### src/rtl/data_sram_bridge_if.sv
// Split address/data handshake bus between the M-stage bridge (master)
// and a sram-like data memory (slave).
interface data_sram_bridge_if #(
    parameter int ADDR_W = 32,
    parameter int DATA_W = 32
);
    logic                  data_sram_req;
    logic                  data_sram_wr;
    logic [1:0]            data_sram_size;
    logic [ADDR_W-1:0]     data_sram_addr;
    logic [DATA_W/8-1:0]   data_sram_wstrb;
    logic [DATA_W-1:0]     data_sram_wdata;
    logic                  data_sram_addr_ok;
    logic                  data_sram_data_ok;
    logic [DATA_W-1:0]     data_sram_rdata;

    modport master (
        output data_sram_req, data_sram_wr, data_sram_size, data_sram_addr,
               data_sram_wstrb, data_sram_wdata,
        input  data_sram_addr_ok, data_sram_data_ok, data_sram_rdata
    );

    modport slave (
        input  data_sram_req, data_sram_wr, data_sram_size, data_sram_addr,
               data_sram_wstrb, data_sram_wdata,
        output data_sram_addr_ok, data_sram_data_ok, data_sram_rdata
    );
endinterface

### src/rtl/data_sram_bridge.sv
// M-stage load/store to sram-bus bridge: one transaction per memory instruction,
// pipeline stall until the data phase completes, and a read-data hold buffer.
module data_sram_bridge #(
    parameter int ADDR_W = 32,
    parameter int DATA_W = 32
) (
    input  logic                 clk,
    input  logic                 rst,
    input  logic                 mem_en_M,
    input  logic                 mem_wen_M,
    input  logic [1:0]           mem_size_M,
    input  logic [ADDR_W-1:0]    mem_addr_M,
    input  logic [DATA_W-1:0]    mem_wdata_M,
    input  logic                 stall_other,
    output logic [DATA_W-1:0]    mem_rdata_M,
    output logic                 mem_stall,
    data_sram_bridge_if.master   bus
);

    typedef enum logic [1:0] {
        IDLE = 2'd0,
        ADDR = 2'd1,
        DATA = 2'd2,
        DONE = 2'd3
    } state_e;

    function automatic logic [1:0] norm_size(input logic [1:0] size);
        return (size == 2'd3) ? 2'd2 : size;
    endfunction

    function automatic logic [3:0] calc_wstrb(input logic wen, input logic [1:0] size,
                                              input logic [1:0] addr_lo);
        logic [3:0] strb;
        if (!wen) begin
            strb = 4'b0000;
        end else begin
            case (norm_size(size))
                2'd0:    strb = 4'b0001 << addr_lo;
                2'd1:    strb = addr_lo[1] ? 4'b1100 : 4'b0011;
                default: strb = 4'b1111;
            endcase
        end
        return strb;
    endfunction

    state_e              state_q;
    logic                wr_q;
    logic [1:0]          size_q;
    logic [ADDR_W-1:0]   addr_q;
    logic [3:0]          wstrb_q;
    logic [DATA_W-1:0]   wdata_q;
    logic [DATA_W-1:0]   rdata_q;

    logic [1:0]          size_d;
    logic [3:0]          wstrb_d;

    // Normalised request fields derived from the M-stage inputs
    always_comb begin
        size_d  = norm_size(mem_size_M);
        wstrb_d = calc_wstrb(mem_wen_M, mem_size_M, mem_addr_M[1:0]);
    end

    // Transaction FSM, request capture and read-data buffer
    always_ff @(posedge clk or negedge rst) begin
        if (!rst) begin
            state_q <= IDLE;
            wr_q    <= 1'b0;
            size_q  <= 2'd0;
            addr_q  <= '0;
            wstrb_q <= 4'b0000;
            wdata_q <= '0;
            rdata_q <= '0;
        end else begin
            case (state_q)
                IDLE: begin
                    if (mem_en_M) begin
                        wr_q    <= mem_wen_M;
                        size_q  <= size_d;
                        addr_q  <= mem_addr_M;
                        wstrb_q <= wstrb_d;
                        wdata_q <= mem_wdata_M;
                        state_q <= bus.data_sram_addr_ok ? DATA : ADDR;
                    end else begin
                        state_q <= IDLE;
                    end
                end
                ADDR: begin
                    state_q <= bus.data_sram_addr_ok ? DATA : ADDR;
                end
                DATA: begin
                    if (bus.data_sram_data_ok) begin
                        rdata_q <= bus.data_sram_rdata;
                        state_q <= stall_other ? DONE : IDLE;
                    end else begin
                        state_q <= DATA;
                    end
                end
                DONE: begin
                    state_q <= stall_other ? DONE : IDLE;
                end
                default: begin
                    state_q <= IDLE;
                end
            endcase
        end
    end

    // Bus request and stall; IDLE issues straight from M so there is no bubble
    always_comb begin
        bus.data_sram_req   = 1'b0;
        bus.data_sram_wr    = 1'b0;
        bus.data_sram_size  = 2'd0;
        bus.data_sram_addr  = '0;
        bus.data_sram_wstrb = 4'b0000;
        bus.data_sram_wdata = '0;
        mem_stall           = 1'b0;
        if (!rst) begin
            mem_stall = 1'b0;
        end else begin
            case (state_q)
                IDLE: begin
                    if (mem_en_M) begin
                        bus.data_sram_req   = 1'b1;
                        bus.data_sram_wr    = mem_wen_M;
                        bus.data_sram_size  = size_d;
                        bus.data_sram_addr  = mem_addr_M;
                        bus.data_sram_wstrb = wstrb_d;
                        bus.data_sram_wdata = mem_wdata_M;
                        mem_stall           = 1'b1;
                    end else begin
                        mem_stall = 1'b0;
                    end
                end
                ADDR: begin
                    bus.data_sram_req   = 1'b1;
                    bus.data_sram_wr    = wr_q;
                    bus.data_sram_size  = size_q;
                    bus.data_sram_addr  = addr_q;
                    bus.data_sram_wstrb = wstrb_q;
                    bus.data_sram_wdata = wdata_q;
                    mem_stall           = 1'b1;
                end
                DATA: begin
                    mem_stall = ~bus.data_sram_data_ok;
                end
                default: begin
                    mem_stall = 1'b0;
                end
            endcase
        end
    end

    // Forward the completing beat, otherwise present the held buffer
    always_comb begin
        if ((state_q == DATA) && bus.data_sram_data_ok) begin
            mem_rdata_M = bus.data_sram_rdata;
        end else begin
            mem_rdata_M = rdata_q;
        end
    end

endmodule
### src/flat_wrapper.sv
// flat-port wrapper written by rule: the top's interface ports become plain ports
module data_sram_bridge_flat 
#(
    parameter int ADDR_W = 32,
    parameter int DATA_W = 32
)
  (clk, rst, mem_en_M, mem_wen_M, mem_size_M, mem_addr_M, mem_wdata_M, stall_other, mem_rdata_M, mem_stall, bus_data_sram_req, bus_data_sram_wr, bus_data_sram_size, bus_data_sram_addr, bus_data_sram_wstrb, bus_data_sram_wdata, bus_data_sram_addr_ok, bus_data_sram_data_ok, bus_data_sram_rdata);
  data_sram_bridge_if #(.ADDR_W(ADDR_W), .DATA_W(DATA_W)) bus_i ();
  input  logic clk;
  input  logic rst;
  input  logic mem_en_M;
  input  logic mem_wen_M;
  input  logic [1:0] mem_size_M;
  input  logic [ADDR_W-1:0] mem_addr_M;
  input  logic [DATA_W-1:0] mem_wdata_M;
  input  logic stall_other;
  output logic [DATA_W-1:0] mem_rdata_M;
  output logic mem_stall;
  output wire logic [$bits(bus_i.data_sram_req)-1:0] bus_data_sram_req;
  output wire logic [$bits(bus_i.data_sram_wr)-1:0] bus_data_sram_wr;
  output wire logic [$bits(bus_i.data_sram_size)-1:0] bus_data_sram_size;
  output wire logic [$bits(bus_i.data_sram_addr)-1:0] bus_data_sram_addr;
  output wire logic [$bits(bus_i.data_sram_wstrb)-1:0] bus_data_sram_wstrb;
  output wire logic [$bits(bus_i.data_sram_wdata)-1:0] bus_data_sram_wdata;
  input wire logic [$bits(bus_i.data_sram_addr_ok)-1:0] bus_data_sram_addr_ok;
  input wire logic [$bits(bus_i.data_sram_data_ok)-1:0] bus_data_sram_data_ok;
  input wire logic [$bits(bus_i.data_sram_rdata)-1:0] bus_data_sram_rdata;
  assign bus_data_sram_req = bus_i.data_sram_req;
  assign bus_data_sram_wr = bus_i.data_sram_wr;
  assign bus_data_sram_size = bus_i.data_sram_size;
  assign bus_data_sram_addr = bus_i.data_sram_addr;
  assign bus_data_sram_wstrb = bus_i.data_sram_wstrb;
  assign bus_data_sram_wdata = bus_i.data_sram_wdata;
  assign bus_i.data_sram_addr_ok = bus_data_sram_addr_ok;
  assign bus_i.data_sram_data_ok = bus_data_sram_data_ok;
  assign bus_i.data_sram_rdata = bus_data_sram_rdata;
  data_sram_bridge #(.ADDR_W(ADDR_W), .DATA_W(DATA_W)) u_core (.clk(clk), .rst(rst), .mem_en_M(mem_en_M), .mem_wen_M(mem_wen_M), .mem_size_M(mem_size_M), .mem_addr_M(mem_addr_M), .mem_wdata_M(mem_wdata_M), .stall_other(stall_other), .mem_rdata_M(mem_rdata_M), .mem_stall(mem_stall), .bus(bus_i));
endmodule
### config.mk
export PLATFORM = sky130hd
export DESIGN_NAME = data_sram_bridge_flat
export DESIGN_NICKNAME = d
export VERILOG_FILES = /design/src/rtl/data_sram_bridge_if.sv /design/src/rtl/data_sram_bridge.sv /design/src/flat_wrapper.sv
export SDC_FILE = /design/constraint.sdc
export NUM_CORES = 1
export LEC_CHECK = 0
export CAP_MARGIN = 20
export CORE_MARGIN = 8
export CORE_UTILIZATION = 38
export CTS_CLUSTER_DIAMETER = 120
export CTS_CLUSTER_SIZE = 28
export DETAILED_ROUTE_END_ITERATION = 10
export PLACE_DENSITY_LB_ADDON = 0.25
export SYNTH_ARGS = -nofsm -noshare
export SYNTH_HDL_FRONTEND = slang
export SYNTH_SLANG_ARGS = --single-unit
### constraint.sdc
create_clock -name clk -period 1.59 [get_ports clk]
set_clock_uncertainty 0.1 [all_clocks]
set_input_delay 0.318 -clock clk [delete_from_list [all_inputs] [get_ports clk]]
set_output_delay 0.318 -clock clk [all_outputs]
set_load 0.05 [all_outputs]
======== After elaboration in Yosys (flattened, before gate mapping) ========
Cells that the tools add are included.
word-level totals
  input bits .............................. 105
  register bits ........................... 105
operators by class
  bitwise operators ....................... 1
  mux-type cells .......................... 30
  shift-type cells ........................ 1
  equality and inequality tests ........... 5
  reductions and logical operators ........ 5
operator list
  kind                                             number
  2-to-1 mux 32 bit                                5
  case mux 32 bit (2 select lines)                 2
  2-to-1 mux 4 bit                                 4
  case mux 4 bit (2 select lines)                  2
  2-to-1 mux 2 bit                                 7
  case mux 2 bit (4 select lines)                  1
  == test 2 bit, second input constant             3
  2-to-1 mux 1 bit                                 5
  == test 2 x 1 -> 1 bit, second input constant    2
  zero test 2 bit                                  2
  case mux 1 bit (2 select lines)                  2
  case mux 2 bit (2 select lines)                  1
  AND reduction 2 bit                              2
  << shifter 1 x 2 -> 4 bit, first input constant  1
  case mux 1 bit (3 select lines)                  1
  logical AND 1 bit                                1
  inverter 1 bit                                   1

======== Logic depth before layout (Yosys ltp) ========
  word-level depth ........................ 8
  depth in mapped cells ................... 6
  depth with buffers taken out ............ 3

======== Worst setup path after synthesis ========
No wires, ideal clock.
  kind .................................... flip-flop to output port
  start ................................... reg u_core.state_q[0]
  end ..................................... out bus_data_sram_wdata[11]
  arrival ................................. 1.888 ns
  path buffers ............................ 3
  setup slack ............................. -0.716 ns
  cell stages (with the launch flop) ...... 7
  path through ............................ dfrtp_1 buf_4 nor3b_2 buf_4 buf_6 nand2_1 a21oi_1
between the ends
  word-level cells in the longest chain between the ends .. 3
  elaborated cells between the ends (all ways) .. 4
ends and longest elaborated chain
  item                                                       line                     source
  from (decl)                                                data_sram_bridge.sv:46   state_e state_q;
  from (signal assigned)                                     data_sram_bridge.sv:82   state_q <= bus.data_sram_addr_ok ? DATA : ADDR;
  from (signal assigned)                                     data_sram_bridge.sv:88   state_q <= bus.data_sram_addr_ok ? DATA : ADDR;
  from (signal assigned)                                     data_sram_bridge.sv:93   state_q <= stall_other ? DONE : IDLE;
  == test 2 x 1 -> 1 bit or zero test 2 bit (tied branches)  data_sram_bridge.sv:120  case (state_q)
  case mux 32 bit (2 select lines) (*)                       data_sram_bridge.sv:120
  2-to-1 mux 32 bit (*)                                      data_sram_bridge.sv:117  if (!rst) begin
  to (decl)                                                  flat_wrapper.sv:24       output wire logic [$bits(bus_i.data_sram_wdata)-1:0] bus_data_sram_wdata;
Mark *: on every way between the ends. The rest lies on a longest branch, timed or not.

======== Final worst setup path ========
  start ................................... reg u_core.state_q[0]
  end ..................................... out bus_data_sram_addr[20]
between the ends
  word-level cells in the longest chain between the ends .. 3
  elaborated cells between the ends (all ways) .. 4
ends and longest elaborated chain
  item                                                       line                     source
  == test 2 x 1 -> 1 bit or zero test 2 bit (tied branches)  data_sram_bridge.sv:120
  case mux 32 bit (2 select lines) (*)                       data_sram_bridge.sv:120
  2-to-1 mux 32 bit (*)                                      data_sram_bridge.sv:117
  to (decl)                                                  flat_wrapper.sv:22       output wire logic [$bits(bus_i.data_sram_addr)-1:0] bus_data_sram_addr;
Marked as above.

==> results_dict.tcl <==
set metrics [dict create \
    grt_start_max_net_pins 58 \
    clk_pin_slew_ps 70 \
    start_util_pct 38.53 \
    rsz0062_at_grt "yes" \
    antenna_found_initial 1 \
    fin_util_pct 84.46 \
    r2r-end "u_core.wdata_q[9]" \
    ff2ff_setup_slack_ps -290 \
    crit_type "flip-flop to output pin" \
    areaGrowthSynthToFinish_pct 119.2 \
    worstMarginPinSlew_ps 725.8 \
    crit_arrival_ps 1880 \
    slowest_stage "dfrtp_2" \
    endpoint "bus_data_sram_addr[20]" \
    diodes 0 \
    rows 41 \
    grt_pass1_vias 5896 \
    ant_nets 0 \
    status "finished with violations" \
    hold_viol 0 \
    synth_area_um2 4823 \
    avgSynthCellArea_um2 8.738 \
    wl_um 21740 \
    drt_pre_antenna_iters 4 \
    die_w_um 128.7 \
    dp_cells 986 \
    wl_per_cell_um 20.96 \
    gp_congestion 0.7895 \
    cp_top_family "buffers and inverters" \
    synth_cell_type_count 24 \
    grt_overflow 0 \
    ys_seq_elements 105 \
    synth_nets 657 \
    io_buffers 209 \
    grt_pass1_wl_um 31770 \
    ys_seq_area_share_pct 54.47 \
    layout.nets 968 \
    cts_buffer_depth 2 \
    worstSetupStartpointType "flip-flop" \
    clk_root_buffer_cell "clkbuf_16" \
    crit_fanout 21 \
    avgViaCountPerCell 5.173 \
    die_h_um 128.7 \
    cp_data_required_time_ps 1170 \
    powerDensity_nw_per_um2 1931 \
    dp_hpwl_um 13120 \
    regToRegStartpoint "u_core.state_q[0]" \
    startpoint "u_core.state_q[0]" \
    ys_warn_count 0 \
    fin_cells 1037 \
    grt_usage_pct 24.54 \
    max_cap_viol_count 0 \
    synthCells 552 \
    cts_buffers 9 \
    cp.depth 6 \
    core_area_um2 12520 \
    hp-class "primary input to async pin" \
    ir_drop_uv 1877 \
    synthTopCellsByArea "dfrtp_1 54%, nand2_1 21%, a21oi_1 7.5%" \
    place_area_um2 9435 \
    critPathBufInv 3 \
    num_vias 5364 \
    synth_top_area_share_pct 54.47 \
    fin_crit_ps 2300 \
    clk_latency_ps 350 \
    hold_buffers 0 \
    drcViolationCount 0 \
    r2r.worst_path.cells 7 \
    relSlewSlack_pct 51.61 \
    io_pins 210 \
    min_period_over_period_pct 144.7 \
    clock_sinks 105 \
    crit_chain "nor3b_4 > buf_12 > buf_12 > nand2_1 > a21oi_4 > buf_12" \
    synth_area_leader_cell "dfrtp_1" \
    violations "negative setup slack" \
    crit_path_max_incr_delay_ps 450 \
    setup_viol 180 \
    maxSlewViolCount 0 \
    h-tree-depth 3 \
    drt_iter0_markers 294 \
    crit_path_frequent_cell "buf_12" \
    worstSetupEndpointType "output pin" \
    setup_ws_ps -710.0 \
    fin_area_um2 10570 \
    dieArea_um2 16550 \
    drive_gt1_share_pct 46.71 \
    timing.fmax_ghz 0.4348 \
    cts_tree "built" \
    total_leakage_power_nw 4.641 \
]
-- cells by family (layout without fill, tap and decap cells) --
family          after synthesis  after routing  synth area share [%]
compound gates               85             85                 8.924
simple gates                293            294                 24.02
mux                          32             32                 7.471
flops                       105            105                 54.47
buf+inv                      37            349                 5.110
-- layout make-up --
cell class	count	area, µm²
Timing Repair Buffer	335	4354
Fill cell	647	1946
Inverter	1	3.754
Clock inverter	1	30.03
Tap cell	172	215.2
Sequential cell	105	2630
Clock buffer	12	236.5
Multi-Input combinational cell	411	3102
-- cell usage after synthesis, drive strengths merged --
master / number
nor3b: 2
nor2: 6
a211oi: 1
nand3: 5
nor2b: 3
buf: 29
clkbuf: 7
or3b: 1
mux2: 32
o21ai: 11
dfrtp: 105
or2: 1
nand2: 271
inv: 1
a21oi: 72
nand2b: 2
o21a: 1
nand3b: 2
-- metal layers --
metal  vias to the layer above  track usage, %  share of wire [%]
li1                       2403               -                  -
met1                      2682           26.71                 37
met2                       231           43.78                 53
met3                        46           7.282                7.4
met4                         2           9.813                2.9
met5                         -               0              0.055
-- sequential cells by signal (all words and copies together), names as in the netlist --
| signal | cells |
|---|---|
| u_core.addr_q | 32 |
| u_core.rdata_q | 32 |
| u_core.wdata_q | 32 |
| u_core.wstrb_q | 4 |
| u_core.size_q | 2 |
| u_core.state_q | 2 |
| u_core.wr_q | 1 |
-- worst register-to-register path, delay by kind of cell (launching register included) --
family | cells | cell delay, ps
buffers and inverters | 4 | 590
flip-flops | 1 | 450
AND/OR/NAND/NOR | 3 | 640
-- per-stage QoR --
step	setup TNS [ps]	total power, W	hold WS (ps)	setup slack [ps]
2_1_floorplan	-17620	0.01174	-77.59	-278.8
3_3_place_gp	-89470	0.01537	356.4	-654.6
3_5_place_dp	-96410	0.01574	361.7	-732.2
4_1_cts	-78710	0.01942	85.22	-714.9
5_1_grt	-92520	0.02124	145.6	-797.4
6_report	-83460	0.02041	67.73	-710.0
-- layout by cell type (no fill, tap or decap), drive strengths merged, types with 2 or more instances in the layout --
cell type / count
nand3b: 2
nand2: 271
nor3b: 2
clkbuf: 15
nor2b: 3
nand3: 5
nand2b: 2
or3b: 2
a21oi: 72
mux2: 32
o21ai: 11
buf: 229
clkdlybuf4s50: 102
dfrtp: 105
nor2: 6
-- where the power goes --
part / switching [W] / internal (W)
Clock: 0.000953 / 0.00120
Sequential: 0.000776 / 0.00399
Combinational: 0.00739 / 0.00611
-- timing repair --
| item | 4_1_cts | 5_1_grt |
|---|---|---|
| buffers inserted | 11 | 17 |
| gates resized for setup | 70 | 45 |
| pin swaps | 3 | 5 |
| setup endpoints to repair | 176 | 177 |
| gates cloned | 11 | 5 |
-- how the worst min path moves through the flow --
stage                              end  slack [ps]  cells after the start          startpoint
global route        u_core.rdata_q[13]         150                      2                 rst
CTS                 u_core.rdata_q[21]          90                      2                 rst
floorplan             u_core.addr_q[0]         -80                      0                 rst
finish              u_core.rdata_q[17]          70                      2                 rst
detailed placement   u_core.addr_q[13]         360                      2   u_core.addr_q[13]
global placement    u_core.wdata_q[20]         360                      2  u_core.wdata_q[20]
Power figures use the tool's default switching activity.
